<file path="src/rtl/cnt_event_monitor.sv">
// Observer for the up/down FSM counter: direction, compare match, overflow
// events, stall detection and an acknowledged interrupt. Timestamp via CNT_EVT_TS_EN.
module cnt_event_monitor #(
   parameter int CNTR_WDTH = 5,
   parameter int EVT_WDTH  = 4,
   parameter int STALL_CYC = 16,
   parameter int TS_WDTH   = 16
) (
   input  logic                 clk,
   input  logic                 rst,
   input  logic [CNTR_WDTH-1:0] count,
   input  logic                 ovrflw,
   input  logic [CNTR_WDTH-1:0] cmp_val,
   input  logic                 cmp_en,
   input  logic                 irq_ack,
   output logic                 dir_up,
   output logic                 match_pls,
   output logic [EVT_WDTH-1:0]  ovf_cnt,
   output logic                 stall,
   output logic                 irq,
   output logic [1:0]           irq_src,
   output logic [TS_WDTH-1:0]   irq_ts
);

   localparam int SC_W = $clog2(STALL_CYC + 1);

   typedef enum logic {IDLE, PEND} state_t;

   function automatic logic [SC_W-1:0] stall_inc(input logic [SC_W-1:0] v);
      return (v == SC_W'(STALL_CYC)) ? v : v + SC_W'(1);
   endfunction

   function automatic logic [EVT_WDTH-1:0] evt_inc(input logic [EVT_WDTH-1:0] v);
      return (v == {EVT_WDTH{1'b1}}) ? v : v + EVT_WDTH'(1);
   endfunction

   logic [CNTR_WDTH-1:0] count_q;
   logic                 ovrflw_q;
   logic                 prime;
   logic [SC_W-1:0]      stall_ctr;
   state_t               state;

   logic [CNTR_WDTH-1:0] cnt_inc;
   logic [CNTR_WDTH-1:0] cnt_dec;
   logic                 changed;
   logic                 step_up;
   logic                 step_dn;
   logic                 match_evt;
   logic                 ovf_evt;
   logic [1:0]           evt;
   logic [SC_W-1:0]      stall_ctr_nxt;

   assign cnt_inc   = count_q + CNTR_WDTH'(1);
   assign cnt_dec   = count_q - CNTR_WDTH'(1);
   // Nothing is classified until prime is set, so the first sample is only a baseline.
   assign changed   = prime && (count != count_q);
   assign step_up   = changed && (count == cnt_inc);
   assign step_dn   = changed && (count == cnt_dec);
   assign match_evt = changed && cmp_en && (count == cmp_val);
   assign ovf_evt   = prime && ovrflw && !ovrflw_q;
   assign evt       = {match_evt, ovf_evt};

   always_comb begin
      stall_ctr_nxt = stall_ctr;
      if (prime) begin
         if (count == count_q)
            stall_ctr_nxt = stall_inc(stall_ctr);
         else
            stall_ctr_nxt = '0;
      end
   end

   always_ff @(posedge clk) begin
      if (rst) begin
         count_q   <= '0;
         ovrflw_q  <= 1'b0;
         prime     <= 1'b0;
         stall_ctr <= '0;
         dir_up    <= 1'b1;
         match_pls <= 1'b0;
         ovf_cnt   <= '0;
         stall     <= 1'b0;
      end else begin
         count_q   <= count;
         ovrflw_q  <= ovrflw;
         prime     <= 1'b1;
         stall_ctr <= stall_ctr_nxt;
         stall     <= (stall_ctr_nxt == SC_W'(STALL_CYC));
         match_pls <= match_evt;
         if (step_up)
            dir_up <= 1'b1;
         else if (step_dn)
            dir_up <= 1'b0;
         if (ovf_evt)
            ovf_cnt <= evt_inc(ovf_cnt);
      end
   end

`ifdef CNT_EVT_TS_EN
   logic [TS_WDTH-1:0] ts_ctr;
   logic               ts_load;

   // Timestamp is taken whenever a fresh interrupt episode begins.
   assign ts_load = (|evt) && ((state == IDLE) || irq_ack);

   always_ff @(posedge clk) begin
      if (rst) begin
         ts_ctr <= '0;
         irq_ts <= '0;
      end else begin
         ts_ctr <= ts_ctr + TS_WDTH'(1);
         if (ts_load)
            irq_ts <= ts_ctr;
      end
   end
`else
   assign irq_ts = '0;
`endif

   always_ff @(posedge clk) begin
      if (rst) begin
         state   <= IDLE;
         irq     <= 1'b0;
         irq_src <= 2'b00;
      end else begin
         case (state)
            IDLE: begin
               if (|evt) begin
                  state   <= PEND;
                  irq     <= 1'b1;
                  irq_src <= evt;
               end
            end
            PEND: begin
               if (irq_ack) begin
                  // An event coinciding with the ack starts a new episode instead of being dropped.
                  if (|evt) begin
                     irq_src <= evt;
                  end else begin
                     state   <= IDLE;
                     irq     <= 1'b0;
                     irq_src <= 2'b00;
                  end
               end else begin
                  irq_src <= irq_src | evt;
               end
            end
            default: begin
               state   <= IDLE;
               irq     <= 1'b0;
               irq_src <= 2'b00;
            end
         endcase
      end
   end

endmodule

</file>
<file path="config.mk">
export PLATFORM = sky130hd
export DESIGN_NAME = cnt_event_monitor
export DESIGN_NICKNAME = d
export VERILOG_FILES = /design/src/rtl/cnt_event_monitor.sv
export SDC_FILE = /design/constraint.sdc
export NUM_CORES = 1
export LEC_CHECK = 0
export CORE_UTILIZATION = 47
export DETAILED_ROUTE_END_ITERATION = 12
export PLACE_DENSITY = 0.83
export SLEW_MARGIN = 5
export SYNTH_ARGS = -nofsm -noshare
export SYNTH_HDL_FRONTEND = slang
export SYNTH_SLANG_ARGS = --single-unit
</file>
<file path="constraint.sdc">
create_clock -name clk -period 2.2 [get_ports clk]
set_input_delay 0.33 -clock clk [delete_from_list [all_inputs] [get_ports clk]]
set_output_delay 0.33 -clock clk [all_outputs]
set_load 0.1 [all_outputs]
</file>
### Word-level counts from Yosys, hierarchy flattened

Index checks and enable logic that the tools add are counted.

| storage, ports and cells | value |
|---|---|
| register bits after elaboration | 23 |
| output and inout bits | 26 |
| word-level logic and storage cells | 56 |

| cells by class | value |
|---|---|
| add/sub/neg operators | 4 |
| eq/ne operators | 11 |
| mux-type cells | 15 |
| bitwise logic cells | 3 |
| reduce and logical (&&, ||, !) cells | 12 |

Operators with widths:

| cell | count |
|---|---|
| == test 5 bit | 4 |
| 2-to-1 mux 5 bit | 3 |
| adder 5 x 1 -> 5 bit, second input constant | 2 |
| == test 5 bit, second input constant | 2 |
| logical AND 1 bit | 7 |
| 2-to-1 mux 1 bit | 6 |
| 2-to-1 mux 2 bit | 3 |
| != test 2 bit, second input constant | 3 |
| != test 5 bit | 1 |
| subtractor 5 x 1 -> 5 bit, second input constant | 1 |
| adder 4 x 1 -> 4 bit, second input constant | 1 |
| == test 4 bit, second input constant | 1 |
| one-hot mux 1 bit (2 select lines) | 2 |
| one-hot mux 2 bit (2 select lines) | 1 |
| OR reduction 2 bit | 2 |
| AND reduction 3 bit | 1 |
| NOT 1 bit | 2 |
| bitwise OR 2 bit | 1 |
| AND reduction 2 bit | 1 |
| logical NOT 1 bit | 1 |

### Logic depth before layout (Yosys ltp)

Gate-level depths: netlist of the first run.

| depth | value |
|---|---|
| depth after elaboration | 8 |
| mapped depth | 9 |

### Least setup slack after synthesis of the first run

No wires, ideal clock.

| timing | value |
|---|---|
| kind | input to register |
| from | input port count[4] |
| to | register irq_src[1] |
| library setup time | 0.131 ns |
| arrival time | 1.874 ns |
| setup slack | 0.194 ns |
| stages on the path | 8 |
| path buffers | 1 |
| cell sequence | xnor2_2 -> and3_4 -> buf_6 -> a211o_4 -> and2_1 -> ha_1 -> o211ai_1 -> o31ai_4 |

| on the way | value |
|---|---|
| word-level cells in the longest chain between the ends | 8 |

RTL lines:

| what | RTL line | text |
|---|---|---|
| from (decl) | 11 | `input logic [CNTR_WDTH-1:0] count,` |
| != test 5 bit | 56 | `assign changed = prime && (count != count_q);` |
| logical AND 1 bit | 56 |  |
| logical AND 1 bit | 59 | `assign match_evt = changed && cmp_en && (count == cmp_val);` |
| logical AND 1 bit (*) | 59 |  |
| OR reduction 2 bit | 128, 137 |  |
| 2-to-1 mux 2 bit | 137 | `if (\|evt) begin` |
| 2-to-1 mux 2 bit | 135 | `if (irq_ack) begin` |
| one-hot mux 2 bit (2 select lines) | 126 | `case (state)` |
| to (signal assigned) | 131 | `irq_src <= evt;` |
| to (signal assigned) | 138 | `irq_src <= evt;` |
| to (signal assigned) | 145 | `irq_src <= irq_src \| evt;` |
| to (decl) | 21 | `output logic [1:0] irq_src,` |

Mark *: on every way between the ends. The rest lies on a longest branch, timed or not. The select of a mux whose other input is x is not followed.
A chain may end at the register's enable or synchronous reset.

### Worst setup path after layout of the first run

| timing | value |
|---|---|
| from | input port count[0] |
| to | register irq_src[1] |

Same word-level chain as after synthesis.

==> summary.md, run 1 <==
| Metric | Value |
|---|---|
| Kind of end point of the critical path | `register` |
| Tmin final | `just over 2 ns` |
| CP top delay family | `compound AO/OA/AOI/OAI gates` |
| Critical Path RT | `between 2 and 2.5 ns` |
| TNS Setup | `0 ns` |
| WP buf/inv | `1` |
| Post-DP HPWL | `around 2.4 mm` |
| Setup Skew | `roughly 0.0055 ns` |
| Area growth, synth to finish | `20.4%` |
| RSZ-0062 raised after global routing | `false` |
| Slew Limit Fails | `0` |
| Global-route usage over all layers | `0.204` |
| Nets | `220` |
| Die area | `0.00325 mm2` |
| Max-Cap Viols | `0` |
| Ys async rst share | `0` |
| CP Max Fanout | `4` |
| Final setup viols | `0` |
| Complex-gate fraction of the synthesized area | `0.149` |
| CP Class | `input port to register` |
| Router iterations before antenna repair | `8` |
| First-pass GRT wire length | `a little over 5 mm` |
| FMAX | `between 400 and 500 MHz` |
| CP Launch Type | `input port` |
| CTS Buf Count | `3` |
| GP Congestion | `~0.88` |
| Initial antenna violation count | `0` |
| PwrDens | `around 570 mW/mm2` |
| Post-CTS Hold Fix Bufs | `0` |
| Clk Latency, worst-skew pair | `0.32 ns` |
| Vias | `~1200` |
| Xor/xnor share of the synthesized area | `0.116` |
| Unique masters post-synth | `43` |
| Adder-cell area share of the yosys netlist | `0.0528` |
| Tcrit/Tclk final | `0.930` |
| # fillers | `between 200 and 300` |
| Design area | `about 0.0017 mm2` |
| Most used DFF post-synth | `dfxtp_1` |
| Leakage Power | `around 0.00071 uW` |
| Peak VDD IR | `0.433 mV` |
| WL per Instance | `roughly 13 um` |
| Slowest cell on crit path | `clkdlybuf4s50_1` |
| Failing checks | `DRC` |
| Post-synthesis sequential area ratio | `0.324` |
| WP data arrival | `roughly 2.3 ns` |
| Hold Vio Cnt, Final | `0` |
| Post-DR vias/cell | `about 5.3` |
| CTS tree | `yes` |
| Post-Synth Simple-Gate Area | `0.197` |
| CP cell instances | `clkdlybuf4s50_1 -> xnor2_1 -> and3_4 -> a211o_4 -> and2_1 -> ha_1 -> o211ai_1 -> o31ai_4` |
| Clock sink count | `23` |
| Syn avg cell area | `roughly 9 um2` |
| Post-CTS sizing | `0` |
| Mapped Cells | `roughly 160` |
| ANT nets after route | `0` |
| Largest family of logic cells by synthesized area | `simple AND/OR/NAND/NOR gates` |
| Initial Utilization | `0.507` |
| Maximum clock path buffer count | `2` |
| Status | `complete, but fails checks` |
| Num ports | `between 40 and 50` |
| Die height | `57.0 um` |
| Number of global-route vias before repair | `around 1200` |
| Chip Width | `approximately 57 um` |
| Synthesized area | `approximately 0.0014 mm2` |
| Worst hold path type | `register to register` |
| Multiplexer area fraction after synthesis | `0.0282` |
| Post-DP Area | `~0.0017 mm2` |
| Root Driver | `clkbuf_4` |
| Final WL | `3.01 mm` |
| DR iter-0 viols | `49` |
| Port Buf Inserts | `24` |
| DRC | `9` |
| Register clock-pin slew on the reported worst setup and hold paths | `about 0.13 ns` |
| Max H-tree Level | `1` |
| Slowest Stage Delay on Critical Path | `around 0.48 ns` |
| Layout cells sized above 1 | `0.162` |
| Ant. Diodes | `0` |
| Site row count | `19` |
| Largest net degree at the start of global routing | `13` |
| Grt total ovfl | `0` |
| Setup Buffers After CTS | `0` |
| YS warnings | `0` |
| EDFF count, synth | `0` |
| Placeable Area | `approximately 0.0028 mm2` |
| R2r setup slk | `around 0.22 ns` |
| #FFs+latches synth | `23` |
==> routing by layer <==
metal  vias to the layer above  routed length [um]  global-route usage
met5                         -                   0                   0
met4                         0                  63               0.108
met3                         7                 103              0.0204
met2                        36                1620               0.380
met1                       561                1230               0.229
li1                        603                   -                   -
==> layout make-up <==
type | count | area [um2] | area share
clock buffers | 4 | 26.3 | 0.0154
well taps | 31 | 38.8 | 0.0227
inverters | 11 | 41.3 | 0.0241
flip-flops and latches | 23 | 460 | 0.269
multi-input cells | 123 | 832 | 0.486
repair buffers | 37 | 313 | 0.183
==> worst min-delay path, cell delays in order, from the launching register on <==
cell and delay [ns]:
dfxtp_1 0.34, o21ai_0 0.07, a21oi_1 0.07
==> layout by cell type, fill, tap and decap left out, drive strengths merged, types with 4 or more instances in the layout <==
| master | count |
|---|---|
| ha | 6 |
| nor2 | 13 |
| nand3 | 7 |
| clkdlybuf4s50 | 14 |
| clkbuf | 4 |
| nor3 | 4 |
| nor2b | 8 |
| dfxtp | 23 |
| mux2i | 4 |
| inv | 10 |
| conb | 16 |
| a21oi | 6 |
| buf | 23 |
| xnor2 | 15 |
| nand2 | 7 |
==> metrics by stage <==
| step | power, uW | hold WS (ns) | setup WS (ns) | std cells | util |
|---|---|---|---|---|---|
| after detailed placement | 784 | 0.493 | -0.189 | 225 | 0.601 |
| after global placement | 777 | 0.475 | -0.138 | 225 | 0.601 |
| final | 979 | 0.509 | 0.154 | 229 | 0.610 |
| after CTS | 986 | 0.516 | 0.157 | 229 | 0.610 |
| after global routing | 1020 | 0.529 | 0.0752 | 229 | 0.610 |
| after floorplan | 726 | 0.405 | 0.194 | 177 | - |
==> synthesized netlist by cell type, drive strengths merged (2+ instances only) <==
master / instances / area (um2)
xnor2: 15 / 139
clkbuf: 2 / 7.51
nor2b: 8 / 50.1
buf: 18 / 136
mux2i: 4 / 40.0
nand4: 3 / 18.8
a21oi: 6 / 30.0
ha: 6 / 75.1
xor2: 3 / 26.3
dfxtp: 23 / 460
a311oi: 2 / 17.5
o21ai: 3 / 15.0
and2: 2 / 12.5
o211ai: 3 / 22.5
inv: 10 / 37.5
nor2: 13 / 48.8
a211o: 2 / 26.3
nand3: 7 / 35.0
a31oi: 3 / 18.8
nand2: 7 / 26.3
nor3: 4 / 20.0
==> power breakdown <==
group | leakage (uW) | internal (uW) | switching, uW
logic | 0.000508 | 96.7 | 235
registers | 0.000188 | 430 | 15.4
clock network | 0.0000150 | 71.0 | 131
total | 0.000711 | 598 | 381
==> sequential cells by signal, indices dropped and copies added, names as in the netlist <==
register   flops
count_q        5
stall_ctr      5
ovf_cnt        4
irq_src        2
dir_up         1
irq            1
match_pls      1
ovrflw_q       1
prime          1
stall          1
state          1
==> path summary, 6_finish.rpt <==
| kind | cells past startpoint | from | to |
|---|---|---|---|
| worst min register to register | 2 | irq_src[0] | irq_src[0] |
| worst min-delay path | 2 | irq_src[0] | irq_src[0] |
| worst max-delay path | 8 | count[0] | irq_src[1] |
| worst max register to register | 7 | count_q[2] | irq_src[1] |
==> cells by family after synthesis <==
group | after synthesis
simple gates | 52
fa+ha+maj | 6
xor+xnor | 18
compound gates | 27
mux | 4
buf+inv | 31
flops | 23
other cells | 1
(Power assumes the default switching activity.)
==> inputs of run 2 (changes only) <==
--- a/config.mk
+++ b/config.mk
@@ -9,5 +9,5 @@
 export DETAILED_ROUTE_END_ITERATION = 12
 export PLACE_DENSITY = 0.83
-export SLEW_MARGIN = 5
+export SLEW_MARGIN = 20
 export SYNTH_ARGS = -nofsm -noshare
 export SYNTH_HDL_FRONTEND = slang
==> constraint.sdc (replaced) <==
create_clock -name clk -period 2.2 [get_ports clk]
set_input_delay 0.33 -clock clk [delete_from_list [all_inputs] [get_ports clk]]
set_output_delay 0.33 -clock clk [all_outputs]
set_load 0.005 [all_outputs]
==> run 2 against run 1 <==
- the flow still finishes with violations (DRC)
- power decreased by 15%
- non-clock buffer count stayed put
- combinational power fell by 44%
- hold slack improved by 0.011 ns
- clock power up 2%
- largest power group unchanged
- register-to-register slack barely moved
- count of clock-buffer cells in the layout is the same
- largest cell class unchanged
- critical path depth is the same
==> summary.md, run 2 (same netlist as run 1, synthesis figures left out) <==
| Metric | Value |
|---|---|
| Post-DP HPWL | `between 2 and 2.5 mm` |
| Post-Layout Cell Count | `roughly 230` |
| Final core utilization | `0.619` |
| Maximum clock path buffer count | `2` |
| Tcrit/Tclk final | `0.946` |
| Max-Cap Viols | `0` |
| Slew Limit Fails | `0` |
| Area growth, synth to finish | `22.2%` |
| Chip Width | `57.0 um` |
| Final setup viols | `0` |
| Kind of end point of the critical path | `register` |
| CP cell instances | `clkdlybuf4s50_1 -> xnor2_1 -> nand4_1 -> a211o_4 -> and2_1 -> ha_1 -> o211ai_1 -> o31ai_4` |
| Tmin final | `between 2 and 2.5 ns` |
| PwrDens | `~480 mW/mm2` |
| Clock sink count | `23` |
| FMAX | `between 400 and 500 MHz` |
| Max H-tree Level | `1` |
| Die area | `between 0.003 and 0.004 mm2` |
| Hold Path End | `irq_src[0]` |
| CP Max Fanout | `4` |
| Largest regs | `count_q (5), stall_ctr (5), ovf_cnt (4)` |
| CTS Buf Count | `3` |
| Num ports | `~40` |
| CP Launch Type | `input port` |
| First-pass GRT wire length | `between 5 and 6 mm` |
| Worst hold path type | `register to register` |
| Critical Path RT | `2.41 ns` |
| Dpl cells | `~230` |
| Place WS | `-0.236 ns` |
| Post-CTS Hold Fix Bufs | `0` |
| Hold Vio Cnt, Final | `0` |
| Port Buf Inserts | `24` |
| Multi-input logic area | `832 um2` |
| Commonest non-fill, non-tap cell in the layout | `clkdlybuf4s50_1` |
| Post-DR vias/cell | `about 5.4` |
| Leakage Power | `a little under 0.0007 uW` |
| Clk Latency, worst-skew pair | `0.32 ns` |
| GP Congestion | `0.896` |
| Grt total ovfl | `0` |
| Root Driver | `clkbuf_4` |
| Peak VDD IR | `0.394 mV` |
| Crit path depth | `8` |
| Register Area | `roughly 460 um2` |
| Initial Utilization | `0.507` |
| Post-CTS sizing | `0` |
| Status | `complete, but fails checks` |
| Die height | `about 57 um` |
| DR iter-0 viols | `47` |
| Failing checks | `DRC` |
| Design area | `between 0.0015 and 0.002 mm2` |
| Number of global-route vias before repair | `approximately 1300` |
| Worst r2r src | `count_q[2]` |
| Most frequent cells in the layout | `clkdlybuf4s50_1 (24), dfxtp_1 (23), conb_1 (16)` |
| Hold Path Depth | `2` |
| CTS tree | `yes` |
| R2r setup slk | `approximately 0.22 ns` |
| WP buf/inv | `1` |
| Slowest Stage Delay on Critical Path | `between 0.4 and 0.5 ns` |
| Final setup margin | `roughly 0.12 ns` |
| Site row count | `19` |
| Placeable Area | `0.00281 mm2` |
| Final WL | `between 3 and 4 mm` |
| Initial antenna violation count | `0` |
| Nets | `220` |
| Router iterations before antenna repair | `8` |
| CP Class | `input port to register` |
| ANT nets after route | `0` |
| WL per Instance | `between 10 and 15 um` |
| # fillers | `~240` |
| Slowest cell on crit path | `clkdlybuf4s50_1` |
| Post-DP Area | `approximately 0.0017 mm2` |
| WP data arrival | `2.29 ns` |
| CP top delay family | `compound AO/OA/AOI/OAI gates` |
| Min-Delay Startpoint | `irq_src[0]` |
| Vias | `between 1000 and 1500` |
| RSZ-0062 raised after global routing | `false` |
| Largest net degree at the start of global routing | `13` |
| R2R depth | `7` |
| RR Endpoint | `irq_src[1]` |
| DRC | `10` |
| Setup Skew | `approximately 0.0042 ns` |
| Setup Buffers After CTS | `0` |
| Register clock-pin slew on the reported worst setup and hold paths | `about 0.13 ns` |
| Global-route usage over all layers | `0.211` |
| Layout cells sized above 1 | `0.111` |
| Ant. Diodes | `0` |
==> run 2: changes by cell type in the layout (fill, tap and decap cells not counted) <==
cell / previous run / this run
buf_4: 23 / 13
clkdlybuf4s50_1: 14 / 24
==> run 2: area by class of cell <==
type                            count  area share
Timing Repair Buffer               37       0.195
Sequential cell                    23       0.265
Multi-Input combinational cell    123       0.479
Tap cell                           31      0.0223
Clock buffer                        4      0.0151
Inverter                           11      0.0238
==> run 2: worst max path at each step <==
| stage | slack (ns) | end | from |
|---|---|---|---|
| after detailed placement | -0.24 | irq_src[1] | count[4] |
| after floorplan | 0.19 | irq_src[1] | count[4] |
| final | 0.12 | irq_src[1] | count[4] |
| after global routing | 0.04 | irq_src[0] | count[4] |
| after CTS | 0.11 | irq_src[0] | count[4] |
| after global placement | -0.14 | irq_src[1] | count[1] |
==> run 2: worst register-to-register path: stages, from the launching register on <==
cell,delay (ns)
dfxtp_1,0.47
xor2_1,0.21
nor2_1,0.09
a211o_4,0.33
and2_1,0.16
ha_1,0.21
o211ai_1,0.29
o31ai_4,0.11
==> run 2: per-layer routing <==
layer | share of wire | vias up | track usage
met1 | 0.40 | 593 | 0.230
met2 | 0.53 | 45 | 0.403
met4 | 0.025 | 0 | 0.0836
met5 | 0 | - | 0
met3 | 0.046 | 11 | 0.0363
li1 | - | 598 | -
==> run 2: where the power goes <==
| part | internal, uW | total [uW] | switching, uW |
|---|---|---|---|
| clock network | 70.9 | 206 | 135 |
| logic | 98.6 | 186 | 87.0 |
| registers | 430 | 445 | 15.0 |
==> run 2: through the flow <==
stage          TNS [ns]  hold slack [ns]  power, uW
4_1_cts               0            0.526        841
6_report              0            0.520        837
2_1_floorplan         0            0.405        574
3_3_place_gp     -0.368            0.474        629
5_1_grt               0            0.542        882
3_5_place_dp     -0.644            0.501        638
==> inputs of run 3 (changes only) <==
- CAP_MARGIN: default -> 20
- CORE_ASPECT_RATIO: default -> 1.4
==> run 3 against run 2 <==
- the flow now finishes without violations
- non-clock buffer count decreased by 1
- clock power increased by 28%
- sequential share of layout area decreased by 0.52 points
- sequential power is essentially flat
- register-to-register slack better by 0.04 ns
==> summary.md, run 3 (same netlist as run 1, synthesis figures left out) <==
| Metric | Value |
|---|---|
| Tmin final | `2.09 ns` |
| Chip Width | `approximately 48 um` |
| Net switching power | `~240 uW` |
| Maximum clock path buffer count | `2` |
| CP Max Fanout | `4` |
| Num ports | `a little over 40` |
| CP Launch Type | `input port` |
| Status | `completed` |
| CTS tree | `yes` |
| GR peak layer | `met2` |
| Root Driver | `clkbuf_8` |
| Final setup viols | `0` |
| Largest net degree at the start of global routing | `23` |
| Leakage Power | `~0.00070 uW` |
| Slowest cell on crit path | `clkdlybuf4s50_1` |
| Router iterations before antenna repair | `4` |
| Number of global-route vias before repair | `1108` |
| Kind of end point of the critical path | `register` |
| GP Congestion | `~0.87` |
| Post-DP HPWL | `about 2.1 mm` |
| GR Util met1 | `0.185` |
| Register clock-pin slew on the reported worst setup and hold paths | `0.08 ns` |
| Post-CTS sizing | `0` |
| Slowest Stage Delay on Critical Path | `approximately 0.48 ns` |
| Final WL | `approximately 2.7 mm` |
| Met2 Usage GRT | `0.375` |
| Initial Utilization | `0.494` |
| Hold Path End | `irq_src[0]` |
| Layout cells sized above 1 | `0.122` |
| Worst r2r src | `count_q[2]` |
| Hold_ws | `approximately 0.49 ns` |
| Max-Cap Viols | `0` |
| # fillers | `264` |
| Vias | `1175` |
| RR Endpoint | `irq_src[1]` |
| Internal Power | `approximately 650 uW` |
| WL per Instance | `around 12 um` |
| DR iter-0 viols | `21` |
| Slew Limit Fails | `0` |
| Hold Path Depth | `2` |
| Placeable Area | `~0.0029 mm2` |
| Global-route usage over all layers | `0.185` |
| Most frequent cells in the layout | `clkdlybuf4s50_1 (24), dfxtp_1 (23), conb_1 (16)` |
| Met3 GRT Util | `0.0205` |
| CTS Buf Count | `3` |
| WP data arrival | `2.23 ns` |
| Post-Layout Cell Count | `between 200 and 250` |
| Post-CTS Hold Fix Bufs | `0` |
| Initial antenna violation count | `0` |
| Register Area | `around 460 um2` |
| Max H-tree Level | `1` |
| FMAX | `approximately 480 MHz` |
| Min-Delay Startpoint | `irq_src[0]` |
| CP cell instances | `clkdlybuf4s50_1 -> xnor2_2 -> and3_4 -> a211o_4 -> and2_1 -> ha_1 -> o211ai_1 -> o31ai_4` |
| Hold Vio Cnt, Final | `0` |
| ANT nets after route | `0` |
| Die height | `around 67 um` |
| DRC | `0` |
| Dpl cells | `between 200 and 250` |
| Clock sink count | `23` |
| R2r setup slk | `between 0.2 and 0.3 ns` |
| Sw Share | `0.266` |
| CP Class | `input port to register` |
| Critical Path RT | `around 2.4 ns` |
| Die area | `roughly 0.0033 mm2` |
| RSZ-0062 raised after global routing | `false` |
| Site row count | `23` |
| PwrDens | `between 500 and 600 mW/mm2` |
| First-pass GRT wire length | `4.59 mm` |
| Seq pwr share | `0.496` |
| Commonest non-fill, non-tap cell in the layout | `clkdlybuf4s50_1` |
| Power share of the clock group | `0.295` |
| Largest regs | `count_q (5), stall_ctr (5), ovf_cnt (4)` |
| Post-DR vias/cell | `5.02` |
| Multi-input logic area | `about 850 um2` |
| Port Buf Inserts | `24` |
| Setup Skew | `0.00570 ns` |
| Setup Buffers After CTS | `0` |
| Peak VDD IR | `a little under 0.4 mV` |
| Clk Latency, worst-skew pair | `0.27 ns` |
| Grt total ovfl | `0` |
| Tcrit/Tclk final | `0.948` |
| Worst hold path type | `register to register` |
| Area growth, synth to finish | `24.6%` |
| R2R depth | `7` |
| Nets | `between 200 and 250` |
| Ant. Diodes | `0` |
| Combinational Power Share | `0.209` |
-- run 3: cell count changes in the layout (fill, tap and decap cells not counted), sizes merged --
cell,delta
buf,-1
clkbuf,-1
clkinv,+1
-- run 3: power by group through the flow --
stage,logic [uW],clock network [uW],registers [uW]
5_1_grt,205,294,445
3_5_place_dp,182,0,452
4_1_cts,183,272,442
2_1_floorplan,125,0,450
3_3_place_gp,177,0,451
6_report,187,263,443
-- run 3: per-layer routing --
layer	up-vias	routed length, um
met5	-	0
met4	0	49
met3	5	65
met2	26	1500
met1	545	1080
li1	599	-
-- run 3: metrics by stage --
stage	area (um2)	power, uW	TNS (ns)	setup slack, ns	utilization
2_1_floorplan	1480	574	0	0.194	-
3_3_place_gp	1710	629	-0.380	-0.146	0.594
3_5_place_dp	1710	634	-0.556	-0.206	0.594
4_1_cts	1760	897	0	0.0820	0.610
5_1_grt	1770	944	0	0.00558	0.616
6_report	1770	892	0	0.114	0.616
-- run 3: critical path, delay by kind of cell --
family | cells | cell delay (ns)
buffers and inverters | 1 | 0.48
adders and majority gates | 1 | 0.21
xor gates and xnor gates | 1 | 0.17
AOI/OAI and AO/OA | 3 | 0.68
and+or+nand+nor | 2 | 0.35
-- run 3: worst max path at each step --
stage                   from    endpoint  slack [ns]  cells after the start
floorplan           count[4]  irq_src[1]        0.19                      8
global placement    count[2]  irq_src[1]       -0.15                      8
detailed placement  count[1]  irq_src[1]       -0.21                      8
CTS                 count[1]  irq_src[1]        0.08                      8
global route        count[0]  irq_src[1]       0.006                      8
finish              count[4]  irq_src[1]        0.11                      8
-- run 3: cell type report --
cell class,count,share of cell area
Sequential cell,23,0.260
Clock buffer,3,0.0233
Timing Repair Buffer,36,0.186
Clock inverter,1,0.00282
Tap cell,37,0.0261
Inverter,11,0.0233
Multi-Input combinational cell,123,0.478
